`src/rtl/mult_addshift_param_if.sv`:
```
// Operand/handshake bundle for the sequential add/shift multiplier.
// The master drives commands and operands; the slave (the multiplier) returns
// the product registers and status.
interface mult_addshift_param_if #(
  parameter int W = 8
);
  logic         Start;
  logic         Signed_i;
  logic         Load_B;
  logic         Clr_A;
  logic [W-1:0] Din;
  logic         X;
  logic [W-1:0] Aval;
  logic [W-1:0] Bval;
  logic         Busy;
  logic         Done;

  modport master (
    output Start, Signed_i, Load_B, Clr_A, Din,
    input  X, Aval, Bval, Busy, Done
  );

  modport slave (
    input  Start, Signed_i, Load_B, Clr_A, Din,
    output X, Aval, Bval, Busy, Done
  );
endinterface

```
`src/rtl/mult_addshift_param.sv`:
```
// Sequential add/shift multiplier, W-bit operands, 2W-bit product in {A,B}.
// One iteration per clock; signed mode uses a subtract on the final
// iteration so the multiplier's sign bit carries negative weight.
module mult_addshift_param #(
  parameter int W  = 8,
  parameter int CW = $clog2(W)
) (
  input  logic                 Clk,
  input  logic                 Reset_n,
  mult_addshift_param_if.slave bus
);

  typedef enum logic [1:0] {
    IDLE = 2'd0,
    CALC = 2'd1,
    DONE = 2'd2
  } state_t;

  state_t          state;
  logic            x_q;
  logic [W-1:0]    a_q;
  logic [W-1:0]    b_q;
  logic [W-1:0]    s_q;
  logic [CW-1:0]   count;
  logic            sgn;
  logic            busy_q;
  logic            done_q;
  logic [2*W:0]    step;

  // One add/shift iteration: returns {X, A, B} after the shift.
  // The sum is formed at W+1 bits so the unsigned carry and the signed
  // extension bit are both kept before shifting into A.
  function automatic logic [2*W:0] iterate(
    input logic [W-1:0] a,
    input logic [W-1:0] b,
    input logic [W-1:0] s,
    input logic         sg,
    input logic         last
  );
    logic [W:0] ea;
    logic [W:0] es;
    logic [W:0] r;
    ea = sg ? {a[W-1], a} : {1'b0, a};
    es = sg ? {s[W-1], s} : {1'b0, s};
    if (!b[0])
      r = ea;
    else if (sg && last)
      r = ea + ~es + (W+1)'(1);
    else
      r = ea + es;
    return {(sg ? r[W] : 1'b0), r[W], r[W-1:1], r[0], b[W-1:1]};
  endfunction

  // Next-iteration value of the product registers for the current CALC cycle.
  always_comb begin
    step = iterate(a_q, b_q, s_q, sgn, (count == CW'(W-1)));
  end

  // Control FSM and datapath registers; reset clears everything at once.
  always_ff @(posedge Clk or negedge Reset_n) begin
    if (!Reset_n) begin
      state  <= IDLE;
      x_q    <= 1'b0;
      a_q    <= '0;
      b_q    <= '0;
      s_q    <= '0;
      count  <= '0;
      sgn    <= 1'b0;
      busy_q <= 1'b0;
      done_q <= 1'b0;
    end else begin
      case (state)
        IDLE: begin
          done_q <= 1'b0;
          if (bus.Start) begin
            state  <= CALC;
            x_q    <= 1'b0;
            a_q    <= '0;
            s_q    <= bus.Din;
            sgn    <= bus.Signed_i;
            count  <= '0;
            busy_q <= 1'b1;
          end else begin
            if (bus.Load_B)
              b_q <= bus.Din;
            if (bus.Clr_A) begin
              x_q <= 1'b0;
              a_q <= '0;
            end
          end
        end
        CALC: begin
          x_q   <= step[2*W];
          a_q   <= step[2*W-1:W];
          b_q   <= step[W-1:0];
          count <= count + CW'(1);
          if (count == CW'(W-1)) begin
            state  <= DONE;
            busy_q <= 1'b0;
            done_q <= 1'b1;
          end
        end
        DONE: begin
          state  <= IDLE;
          done_q <= 1'b0;
        end
        default: begin
          state  <= IDLE;
          busy_q <= 1'b0;
          done_q <= 1'b0;
        end
      endcase
    end
  end

  assign bus.X    = x_q;
  assign bus.Aval = a_q;
  assign bus.Bval = b_q;
  assign bus.Busy = busy_q;
  assign bus.Done = done_q;

endmodule
```
`src/flat_wrapper.sv`:
```
// flat-port wrapper written by rule: the top's interface ports become plain ports
module mult_addshift_param_flat 
#(
  parameter int W  = 8,
  parameter int CW = $clog2(W)
)
  (Clk, Reset_n, bus_Start, bus_Signed_i, bus_Load_B, bus_Clr_A, bus_Din, bus_X, bus_Aval, bus_Bval, bus_Busy, bus_Done);
  mult_addshift_param_if #(.W(W)) bus_i ();
  input  logic Clk;
  input  logic Reset_n;
  input wire logic [$bits(bus_i.Start)-1:0] bus_Start;
  input wire logic [$bits(bus_i.Signed_i)-1:0] bus_Signed_i;
  input wire logic [$bits(bus_i.Load_B)-1:0] bus_Load_B;
  input wire logic [$bits(bus_i.Clr_A)-1:0] bus_Clr_A;
  input wire logic [$bits(bus_i.Din)-1:0] bus_Din;
  output wire logic [$bits(bus_i.X)-1:0] bus_X;
  output wire logic [$bits(bus_i.Aval)-1:0] bus_Aval;
  output wire logic [$bits(bus_i.Bval)-1:0] bus_Bval;
  output wire logic [$bits(bus_i.Busy)-1:0] bus_Busy;
  output wire logic [$bits(bus_i.Done)-1:0] bus_Done;
  assign bus_i.Start = bus_Start;
  assign bus_i.Signed_i = bus_Signed_i;
  assign bus_i.Load_B = bus_Load_B;
  assign bus_i.Clr_A = bus_Clr_A;
  assign bus_i.Din = bus_Din;
  assign bus_X = bus_i.X;
  assign bus_Aval = bus_i.Aval;
  assign bus_Bval = bus_i.Bval;
  assign bus_Busy = bus_i.Busy;
  assign bus_Done = bus_i.Done;
  mult_addshift_param #(.W(W), .CW(CW)) u_core (.Clk(Clk), .Reset_n(Reset_n), .bus(bus_i));
endmodule
```
`config.mk`:
```
export PLATFORM = sky130hd
export DESIGN_NAME = mult_addshift_param_flat
export DESIGN_NICKNAME = d
export VERILOG_FILES = /design/src/rtl/mult_addshift_param_if.sv /design/src/rtl/mult_addshift_param.sv /design/src/flat_wrapper.sv
export SDC_FILE = /design/constraint.sdc
export NUM_CORES = 1
export LEC_CHECK = 0
export CORE_MARGIN = 1.5
export CORE_UTILIZATION = 49
export CTS_CLUSTER_DIAMETER = 100
export CTS_CLUSTER_SIZE = 10
export DETAILED_ROUTE_END_ITERATION = 7
export GPL_TIMING_DRIVEN = 1
export PLACE_DENSITY = 0.87
export RECOVER_POWER = 25
export SYNTH_ARGS = -nofsm -noshare
export SYNTH_HDL_FRONTEND = slang
export SYNTH_SLANG_ARGS = --single-unit
```
`constraint.sdc`:
```
create_clock -name Clk -period 2.15 [get_ports Clk]
set_input_delay 0.43 -clock Clk [delete_from_list [all_inputs] [get_ports Clk]]
set_output_delay 0.43 -clock Clk [all_outputs]
set_load 0.01 [all_outputs]
```
# Word level (Yosys, flattened, before mapping)
# Cells that the tools add are included.
[op_classes]
n_shift = 0
addsub = 4
n_bitwise = 2
n_mul = 0
n_mux = 24
reduce_logical = 9
n_eq_ne = 8
n_lt_le_gt_ge = 0
div_mod_pow = 0
[op_table]
columns = ["cell", "n"]
rows = [
  ["$mux 9", 4],
  ["$mux 8", 4],
  ["$pmux 8 s2", 2],
  ["$add 9x9->9", 2],
  ["$add 9x1->9 const B", 1],
  ["$not 9->9", 1],
  ["$reduce_and 2->1", 4],
  ["$mux 1", 7],
  ["$ne 2x2->1 const B", 3],
  ["$pmux 3 s2", 1],
  ["$reduce_and 3->1", 2],
  ["$mux 2", 2],
  ["$pmux 2 s2", 1],
  ["$add 3x1->3 const B", 1],
  ["$eq 3x3->1 const B", 1],
  ["$mux 3", 1],
  ["$ne 3x3->1 const B", 1],
  ["$pmux 1 s3", 1],
  ["$eq 2x1->1 const B", 1],
  ["$eq 2x2->1 const B", 1],
  ["$logic_not 2->1", 1],
  ["$ne 2x1->1 const B", 1],
  ["$pmux 1 s2", 1],
  ["$reduce_bool 2->1", 1],
  ["2 further kinds", 2],
]
[word_totals]
regBits = 33
output_inout_bits = 19
ram_bits = 0
input_bits = 14
memories = 0
romBits = 0
elab_cells = 56
latch_bits = 0

# Depth between registers and ports, before layout
[depth]
depth_word = 8
ltp_mapped = 10
ltp_nobuf = 10

# Least setup slack after synthesis
# Ideal clock, no wire load.
[synth_path]
path_type = "register to register"
from = "reg u_core.a_q[1] (netlist: u_core.bus.Aval[1])"
to = "reg u_core.a_q[6] (netlist: u_core.bus.Aval[6])"
n_path_buf = 0
path_slack_ns = 0.028
synth_period_minus_slack_ns = 2.122
arrival_time_ns = 2.047
required_time_ns = 2.075
stages_incl_launch_ff = 8
setup_ns = 0.075
cell_sequence = "dfrtp_1 > ha_1 > nand2b_1 > a2111oi_2 > nor3_2 > nor3_1 > mux2_4 > o21ai_2"
[synth_via]
elab_chain_len = 6
word_cells_on_any_way = 7
cone_classes = "3 x add/sub; 4 x mux"
[synth_rtl]
columns = ["item", "line", "text"]
rows = [
  ["start, declared", "mult_addshift_param.sv:21", "logic [W-1:0] a_q;"],
  ["start signal, assigned", "mult_addshift_param.sv:94", "a_q <= step[2*W-1:W];"],
  ["$mux 9 (*)", "mult_addshift_param.sv:43", "ea = sg ? {a[W-1], a} : {1'b0, a};"],
  ["$add 9x9->9", "mult_addshift_param.sv:48", "r = ea + ~es + (W+1)'(1);"],
  ["$add 9x1->9", "mult_addshift_param.sv:48", ""],
  ["$mux 9 (*)", "mult_addshift_param.sv:47", "else if (sg && last)"],
  ["$mux 9 (*)", "mult_addshift_param.sv:45", "if (!b[0])"],
  ["$pmux 8 s2 (*)", "mult_addshift_param.sv:72", "case (state)"],
]
# Every way passes the cells marked *; elsewhere a longest branch is shown, timed or not.
# A chain may end at the register's enable or synchronous reset.

# Final worst setup path
[layout_path]
from = "reg u_core.a_q[0] (netlist: u_core.bus.Aval[0])"
to = "reg u_core.x_q (netlist: u_core.bus.X)"
[layout_via]
elab_chain_len = 7
word_cells_on_any_way = 8
cone_classes = "3 x add/sub; 5 x mux"
[layout_rtl]
columns = ["item", "line", "text"]
rows = [
  ["$mux 9 (*)", "mult_addshift_param.sv:43", ""],
  ["$add 9x9->9", "mult_addshift_param.sv:48", ""],
  ["$add 9x1->9", "mult_addshift_param.sv:48", ""],
  ["$mux 9 (*)", "mult_addshift_param.sv:47", ""],
  ["$mux 9 (*)", "mult_addshift_param.sv:45", ""],
  ["$mux 1 (*)", "mult_addshift_param.sv:51", "return {(sg ? r[W] : 1'b0), r[W], r[W-1:1], r[0], b[W-1:1]};"],
  ["$pmux 1 s2 (*)", "mult_addshift_param.sv:72", ""],
  ["end signal, assigned", "mult_addshift_param.sv:93", "x_q <= step[2*W];"],
  ["end, declared", "mult_addshift_param.sv:20", "logic x_q;"],
]
# Marks and branches as above.

==> flow_metrics.py <==
metrics = {
    "status": {
        "outcome": "finished with violations",
        "violations": "negative setup slack",
    },
    "placed_design": {
        "portBuffers": 32,
        "dp_cells": 317,
        "hpwl_um": 3795,
        "place_congestion": 0.9070,
        "dp_slack_ns": -0.05826,
    },
    "clock_network": {
        "tritoncts": "done",
        "cts.reportedPaths.clkPinSlew_ns": 0.08,
        "clock_latency_ns": 0.29,
        "clockBufferDepth": 2,
        "numCtsBuffers": 5,
        "cts_setup_buffers": 0,
        "cts_num_sinks": 33,
        "htreeDepth": 2,
        "clockRootBuffer": "clkbuf_8",
        "postCtsHoldBufs": 0,
    },
    "die": {
        "rows": 23,
        "fp.dieW_um": 68.93,
        "io_pins": 33,
        "dieArea_um2": 4751,
        "initial_core_util": 0.5211,
        "die_h_um": 68.93,
        "fp.coreArea_um2": 4086,
    },
    "timing": {
        "hold_viol": 0,
        "min_period_over_period": 1.011,
        "fin_skew_ns": 0.004754,
        "fmax_mhz": 460.1,
        "slew_viol_final": 0,
        "maxSlewHeadroom": 0.4460,
        "holdWs_ns": 0.5040,
        "rsz0062_at_grt": "true",
        "finalWorstSetupSlack_ns": -0.02343,
        "setup_violations": 1,
        "finalCriticalPeriod_ns": 2.173,
        "tightest_slew_ns": 0.8310,
        "setup_tns_ns": -0.02343,
    },
    "critical_path": {
        "r2r_end": "u_core.bus.X",
        "rr_startpoint": "u_core.bus.Aval[0]",
        "crit_path_end_kind": "flip-flop",
        "worst-path-max-fanout": 3,
        "r2r_cells": 10,
        "rrSetupSlack_ns": -0.02,
        "crit_type": "flip-flop to flip-flop",
        "crit_arrival_ns": 2.37,
        "cp_data_required_time_ns": 2.34,
        "start_kind": "flip-flop",
    },
    "logic_synthesis": {
        "yosysMostFrequentCell": "dfrtp_1",
        "synthArstFlopShare": 1.000,
        "yosysTopAreaCellShare": 0.3878,
        "yosysTopAreaCell": "dfrtp_1",
        "ys_types": 50,
        "yosys-top-cells-area": "dfrtp_1, ha_1, o21ai_0, nand2_1, mux2i_1",
        "ys.flop_type": "dfrtp_1",
        "synth_seq_area_share": 0.3878,
        "syn_area_um2": 2130,
        "syn_nets": 262,
        "synth_edf_count": 0,
        "ys_ff_latch": 33,
        "avgSynthCellArea_um2": 9.340,
        "synth_warnings": 0,
        "yosys-top-cells-count": "dfrtp_1, nand2_1, o21ai_0",
        "netlist_instances": 228,
    },
    "global_routing": {
        "grt_usage": 0.2485,
        "grt_pass1_wl_um": 8583,
        "grt_max_degree": 34,
        "grt-busiest-layer": "met2",
        "antenna_found_initial": 0,
        "grt_overflow": 0,
        "grt_pass1_vias": 1800,
        "grt_use_met3": 0.05357,
        "use_met1": 0.3439,
        "use_met2": 0.3762,
    },
    "min_path": {
        "hold_end": "u_core.count[0]",
        "hold_depth": 1,
        "hp-class": "flip-flop to flip-flop",
        "holdCritStartpoint": "u_core.count[0]",
    },
    "detailed_routing": {
        "drt-initial-drc-count": 90,
        "wirelength_um": 5283,
        "drtAntennaViolNets": 0,
        "dr.pass1.iters": 4,
        "drc": 0,
        "avgRoutedWirePerCell_um": 16.26,
        "avgViaCountPerCell": 5.855,
        "via_count": 1903,
    },
    "final_layout": {
        "stdcell_count": 325,
        "fin_nets": 308,
        "antennaDiodeCount": 0,
        "finish.utilization": 0.6699,
        "n_fill_cell": 286,
        "syn2layout_area_growth_pct": 28.55,
        "drive_gt1_frac": 0.1527,
    },
    "power": {
        "p_leak_nw": 1.233,
        "powerDensity_nw_per_um2": 1654,
        "peakVddDrop_mv": 1.023,
    },
    "flow_run": {
        "maxCapViolCount": 0,
    },
}
## registers in the layout (all words and copies together) (netlist names)
register,cells
u_core.s_q,8
u_core.bus.Done,1
u_core.bus.Bval,8
u_core.count,3
u_core.sgn,1
u_core.bus.Aval,8
u_core.bus.X,1
u_core.state,2
u_core.bus.Busy,1
## layout by cell type (no fill, tap or decap), types with 3 or more instances in the layout
cell type        synthesis  final
a22oi_1                  4      4
buf_4                    1     15
o21ai_2                  1      3
a21oi_1                 15     15
xor2_1                   4      4
nand2_1                 28     28
clkdlybuf4s50_1          0     31
nor2b_1                  3      3
mux2i_1                 10     10
ha_1                    18     16
xnor2_1                  5      5
inv_1                   16     15
inv_2                    2      3
clkbuf_8                 0      5
o31ai_1                  3      3
nor2_1                  10     10
dfrtp_1                 33     33
o21ai_1                  7      5
o21ai_0                 22     22
## kinds of logic after synthesis
kind of cell / share of synthesized area
muxes: 0.05934
adders and majority gates: 0.1246
AOI/OAI and AO/OA: 0.2192
buffers and inverters: 0.05406
and+or+nand+nor: 0.1181
DFF: 0.3878
xor gates and xnor gates: 0.03701
## worst max-delay path, stage by stage (launching register included)
cell and delay [ns]:
dfrtp_1 0.40, inv_1 0.07, ha_2 0.19, inv_2 0.04, fa_2 0.33, a21o_1 0.17, o21a_1 0.20, o21ai_2 0.14
o211ai_2 0.12, xnor2_1 0.16, o31ai_1 0.25
## worst max path at each step
stage / startpoint / to / slack (ns) / cells past startpoint
final: u_core.bus.Aval[0] / u_core.bus.X / -0.02 / 10
after global routing: u_core.bus.Aval[0] / u_core.bus.X / -0.05 / 10
after CTS: u_core.bus.Aval[0] / u_core.bus.X / -0.01 / 10
after detailed placement: u_core.bus.Aval[0] / u_core.bus.X / -0.06 / 10
after global placement: u_core.s_q[1] / u_core.bus.X / 0.07 / 9
after floorplan: u_core.bus.Aval[1] / u_core.bus.Aval[6] / 0.03 / 7
## metal layers
metal  part of all wire  routed length [um]  vias to the layer above
met5                  0                   0                        -
li1                   -                   -                      895
met1               0.45                2357                      904
met2               0.46                2444                       85
met4              0.026                 137                        0
met3              0.065                 343                       19
## area by class of cell
type                       count  area, um^2  area share
clock inverter                 3       46.29     0.01691
sequential                    33       825.8      0.3016
tap                           50       62.56     0.02285
inverter                      18       67.56     0.02468
timing repair buffer          48       437.9      0.1600
multi-input combinational    168        1229      0.4488
clock buffer                   5       68.82     0.02514
## per-stage QoR
step           area (um^2)  power [mW]
2_1_floorplan         2130       2.855
3_3_place_gp          2585       3.665
3_5_place_dp          2585       3.782
4_1_cts               2715       4.444
5_1_grt               2738       4.839
6_report              2738       4.527
## power breakdown
part / internal, mW / switching (mW) / total (mW) / leakage [nW]
sequential: 0.909 / 0.260 / 1.17 / 0.412
clock: 0.347 / 0.259 / 0.605 / 0.0543
combinational: 1.30 / 1.45 / 2.75 / 0.767
## repair_timing
item	4_1_cts	5_1_grt
resized for setup	6	4
pin swaps	5	2
setup endpoints to repair	2	3
Note: power is estimated with default switching activity, not from simulation.
